===== config.mk =====
export PLATFORM = sky130hd
export DESIGN_NAME = regfile_read_ctrl
export DESIGN_NICKNAME = d
export VERILOG_FILES = /design/src/rtl/regfile_read_ctrl.sv
export SDC_FILE = /design/constraint.sdc
export NUM_CORES = 1
export LEC_CHECK = 0
export ABC_CLOCK_PERIOD_IN_PS = 2900
export CAP_MARGIN = 10
export CORE_MARGIN = 2
export CORE_UTILIZATION = 50
export CTS_CLUSTER_SIZE = 12
export DETAILED_ROUTE_END_ITERATION = 7
export HOLD_SLACK_MARGIN = 0.03
export PLACE_DENSITY = 0.9
export SLEW_MARGIN = 20
export SYNTH_ARGS = -nofsm -noshare
export SYNTH_HDL_FRONTEND = slang
export SYNTH_SLANG_ARGS = --single-unit
export TNS_END_PERCENT = 5

===== constraint.sdc =====
create_clock -name clk -period 2.9 [get_ports clk]
set_input_delay 0.435 -clock clk [delete_from_list [all_inputs] [get_ports clk]]
set_output_delay 0.435 -clock clk [all_outputs]
set_load 0.05 [all_outputs]

===== src/rtl/regfile_read_ctrl.sv =====
// Register-file read controller: latches a two-port read request,
// drives one-hot read enables for one cycle, captures with bypass.
module regfile_read_ctrl #(
  parameter int DATA_W   = 16,
  parameter int NUM_REGS = 16,
  localparam int AW      = $clog2(NUM_REGS)
) (
  input  logic                clk,
  input  logic                rst,
  input  logic                req_valid,
  output logic                req_ready,
  input  logic [AW-1:0]       src1,
  input  logic [AW-1:0]       src2,
  output logic [NUM_REGS-1:0] ReadEnable1,
  output logic [NUM_REGS-1:0] ReadEnable2,
  input  logic [DATA_W-1:0]   Bitline1,
  input  logic [DATA_W-1:0]   Bitline2,
  input  logic                wb_en,
  input  logic [AW-1:0]       wb_addr,
  input  logic [DATA_W-1:0]   wb_data,
  output logic                rsp_valid,
  input  logic                rsp_ready,
  output logic [DATA_W-1:0]   rdata1,
  output logic [DATA_W-1:0]   rdata2
);

  typedef enum logic [1:0] {
    IDLE,
    READ,
    RESP
  } state_t;

  state_t            state;
  logic [AW-1:0]     a1;
  logic [AW-1:0]     a2;
  logic              hit1;
  logic              hit2;

  // Register 0 reads as zero, so its enable is never driven.
  function automatic logic [NUM_REGS-1:0] onehot(
    input logic [AW-1:0] a
  );
    logic [NUM_REGS-1:0] o;
    o    = '0;
    o[a] = (a != '0);
    return o;
  endfunction

  function automatic logic [DATA_W-1:0] pick(
    input logic [AW-1:0]     a,
    input logic              hit,
    input logic [DATA_W-1:0] bl,
    input logic [DATA_W-1:0] wd
  );
    logic [DATA_W-1:0] v;
    v = '0;
    unique case (1'b1)
      (a == '0):         v = '0;
      (a != '0) && hit:  v = wd;
      (a != '0) && !hit: v = bl;
    endcase
    return v;
  endfunction

  assign hit1 = wb_en && (wb_addr == a1) && (a1 != '0);
  assign hit2 = wb_en && (wb_addr == a2) && (a2 != '0);

  assign req_ready = (state == IDLE) ||
                     ((state == RESP) && rsp_ready);

  always_ff @(posedge clk or negedge rst) begin
    if (!rst) begin
      state       <= IDLE;
      a1          <= '0;
      a2          <= '0;
      rdata1      <= '0;
      rdata2      <= '0;
      rsp_valid   <= 1'b0;
      ReadEnable1 <= '0;
      ReadEnable2 <= '0;
    end else begin
      unique case (state)
        IDLE: begin
          if (req_valid) begin
            a1          <= src1;
            a2          <= src2;
            ReadEnable1 <= onehot(src1);
            ReadEnable2 <= onehot(src2);
            state       <= READ;
          end
        end
        READ: begin
          rdata1      <= pick(a1, hit1, Bitline1, wb_data);
          rdata2      <= pick(a2, hit2, Bitline2, wb_data);
          ReadEnable1 <= '0;
          ReadEnable2 <= '0;
          rsp_valid   <= 1'b1;
          state       <= RESP;
        end
        RESP: begin
          if (rsp_ready) begin
            rsp_valid <= 1'b0;
            if (req_valid) begin
              a1          <= src1;
              a2          <= src2;
              ReadEnable1 <= onehot(src1);
              ReadEnable2 <= onehot(src2);
              state       <= READ;
            end else begin
              state <= IDLE;
            end
          end else begin
            // Keep held data coherent with writes to its registers.
            if (hit1) rdata1 <= wb_data;
            if (hit2) rdata2 <= wb_data;
          end
        end
        default: state <= IDLE;
      endcase
    end
  end

endmodule


==> results.py <==
metrics = {
    "global_routing": {
        "grt_usage_pct": 26.8,
        "antenna_found_initial": 0,
        "overflow": 0,
        "grt_pass1_vias": 3572,
        "grt_pass1_wl_microns": 18100,
        "grt_max_degree": 43,
    },
    "power": {
        "p_switching_uw": 3210,
        "p_per_area_nw_per_um2": 1180,
        "clockPowerShare_pct": 12.5,
        "netSwitchingFraction_pct": 50.4,
        "power_frac_comb_pct": 60.7,
        "leakage_uw": 0.00201,
        "p_seq_share_pct": 26.8,
        "p_int_uw": 3160,
        "peakVddDrop_uv": 498,
    },
    "finish": {
        "nNetsFinal": 561,
        "area_growth_syn_to_layout_pct": 38.8,
        "final_core_util_pct": 70.7,
        "drive_gt1_share_pct": 10.7,
        "n_antenna_cell": 0,
        "finalInstanceArea_sq_um": 5380,
    },
    "drt": {
        "drc": 0,
        "ant_nets": 0,
        "wl_microns": 11200,
        "vias_per_cell": 6.11,
        "first_iter_violations": 190,
        "drt-wirelength-per-cell_microns": 18.7,
        "vias": 3661,
        "detail_route.first_pass.iterations": 5,
    },
    "outcome": {
        "outcome": "finished clean",
    },
    "min_path": {
        "hp-class": "input pin to asynchronous set/reset pin",
    },
    "logic_synthesis": {
        "syn_inst": 376,
        "synth_ff_type": "dfrtp_1",
        "synth_area_sq_um": 3880,
        "ys_ff_latch": 73,
        "ys_seq_area_share_pct": 47.1,
        "yosysWarnings": 0,
        "synthTopCellsByCount": "73 x dfrtp_1, 39 x nand2_1, 34 x nand3_1",
        "synth_area_leaders": "dfrtp_1 47%, a211oi_1 6.2%, o211ai_1 6.2%",
        "synth_edf_count": 0,
        "netlist.area_leader.share_pct": 47.1,
        "synth_compound_area_share_pct": 25.3,
        "yosysTopAreaCell": "dfrtp_1",
        "synthSimpleGateAreaFrac_pct": 14.6,
        "synth.most_common_cell": "dfrtp_1",
        "synth_top_family_by_area": "compound AO/OA/AOI/OAI gates",
        "synthMuxAreaShare_pct": 2.87,
        "yosysUniqueCellTypes": 34,
        "ys_async_sr_fraction_pct": 100,
        "synth_area_per_cell_sq_um": 10.3,
        "synth-xor-area-share_pct": 2.39,
        "synthAdderAreaFrac_pct": 1.29,
    },
    "run": {
        "maxCapViolations": 0,
    },
    "clock_tree": {
        "max-clock-path-buffers": 2,
        "cts-buffers-inserted": 9,
        "numClockSinks": 73,
        "cts_tree": "done",
        "path_clk_slew_ns": 0.07,
        "cts_hold_buf": 0,
        "htreeDepth": 3,
        "cts_resized": 0,
        "clk_latency_ns": 0.35,
        "postCtsSetupBuffers": 0,
        "clockRootBuffer": "clkbuf_8",
    },
    "sta": {
        "max_freq_mhz": 422,
        "fin_crit_sh_pct": 81.7,
        "finalHoldViolCount": 0,
        "rsz0062_at_grt": "no",
        "tns_ns": 0,
        "period_minus_slack_ns": 2.37,
        "drv_slew": 0,
        "finClkSkew_ns": 0.00529,
        "max_slew_margin_pct": 42.7,
        "worst_pin_slew_ns": 0.860,
        "setup_viol": 0,
        "whs_ns": 0.147,
    },
    "setup_path": {
        "required_ns": 3.14,
        "cp-end-kind": "register",
        "arrival_ns": 2.61,
        "crit_type": "register to register",
        "path_max_fanout": 37,
        "start_kind": "register",
    },
    "placement": {
        "dpl.hpwl_microns": 8190,
        "place_congestion": 0.932,
        "portBuffers": 128,
        "placed_area_sq_um": 5180,
    },
    "die": {
        "core_area_sq_um": 7610,
        "die_w_microns": 92.0,
        "ios": 131,
        "rows": 32,
        "initial_core_util_pct": 51.0,
        "die-area_sq_um": 8470,
        "die_h_microns": 92.0,
    },
}
through the flow:
step	total power (uW)	setup slack [ns]	cells
6_report	6360	0.530	599
5_1_grt	6710	0.334	599
4_1_cts	6360	0.534	599
3_5_place_dp	5560	0.511	583
3_3_place_gp	5440	0.620	583
2_1_floorplan	4450	1.08	377
per-layer routing:
metal  part of all wire (%)  wire length, microns  track usage, %
met5                      0                     0               0
met4                    3.1                   342            10.7
met3                     11                  1270            6.41
met1                     38                  4220            34.7
met2                     48                  5360            43.7
critical path, stage by stage (launching register included):
cell     delay [ns]
dfrtp_1        0.43
inv_1          0.14
ha_1           0.35
inv_1          0.14
o22ai_4        0.69
buf_4          0.33
nand2_1        0.08
o31ai_1        0.08
cell type report:
| type | count | area [sq um] |
|---|---|---|
| multi-input cells | 261 | 1820 |
| flip-flops and latches | 73 | 1830 |
| fillers | 568 | 2230 |
| clock buffers | 11 | 141 |
| clock inverters | 5 | 55.1 |
| repair buffers | 141 | 1380 |
| well taps | 102 | 128 |
| inverters | 6 | 22.5 |
state kept, by name, summed over array words and instances, names as in the netlist:
register and cells:
a1 4, ReadEnable1 15, rdata1 16, a2 4
ReadEnable2 15, state 2, rsp_valid 1, rdata2 16
path summary, 6_finish.rpt:
check | from | to | slack, ns | cells after the start
hold / removal | rst | rdata2[15] | 0.15 | 1
max in group asynchronous | rst | ReadEnable2[15] | 2.07 | 2
setup / recovery | state[0] | ReadEnable2[6] | 0.53 | 7
hold reg to reg | ReadEnable2[12] | ReadEnable2[12] | 0.48 | 2
min in group clk | ReadEnable2[12] | ReadEnable2[12] | 0.48 | 2
setup reg to reg | state[0] | ReadEnable2[6] | 0.53 | 7
cells by family after synthesis:
| logic type | count (synthesis) |
|---|---|
| AO/OA/AOI/OAI | 134 |
| XOR/XNOR | 8 |
| adder cells (fa/ha/maj) | 4 |
| buffers and inverters | 43 |
| flip-flops | 73 |
| multiplexers | 10 |
| other | 1 |
| AND/OR/NAND/NOR | 103 |
cells in the final DEF, fill, tap and decap left out, types with 3 or more instances in the layout:
cell and instances:
o31ai_1 24, nand2b_1 6, mux2_2 9, inv_1 6
clkbuf_8 10, xor2_2 3, a211oi_1 32, nand2_1 39
a31oi_1 32, nand3_1 34, nor2_1 7, ha_1 4
o22ai_1 3, o41ai_1 6, clkdlybuf4s50_1 126, xnor2_1 5
buf_4 13, o211ai_1 32, nor4_4 4, dfrtp_1 73
power by group through the flow:
stage               sequential, uW  combinational, uW  clock, uW
floorplan                     2710               1740          0
global route                  1750               4110        848
finish                        1710               3860        795
global placement              1700               3740          0
detailed placement            1720               3840          0
CTS                           1710               3850        802
Power figures use the tool's default switching activity.
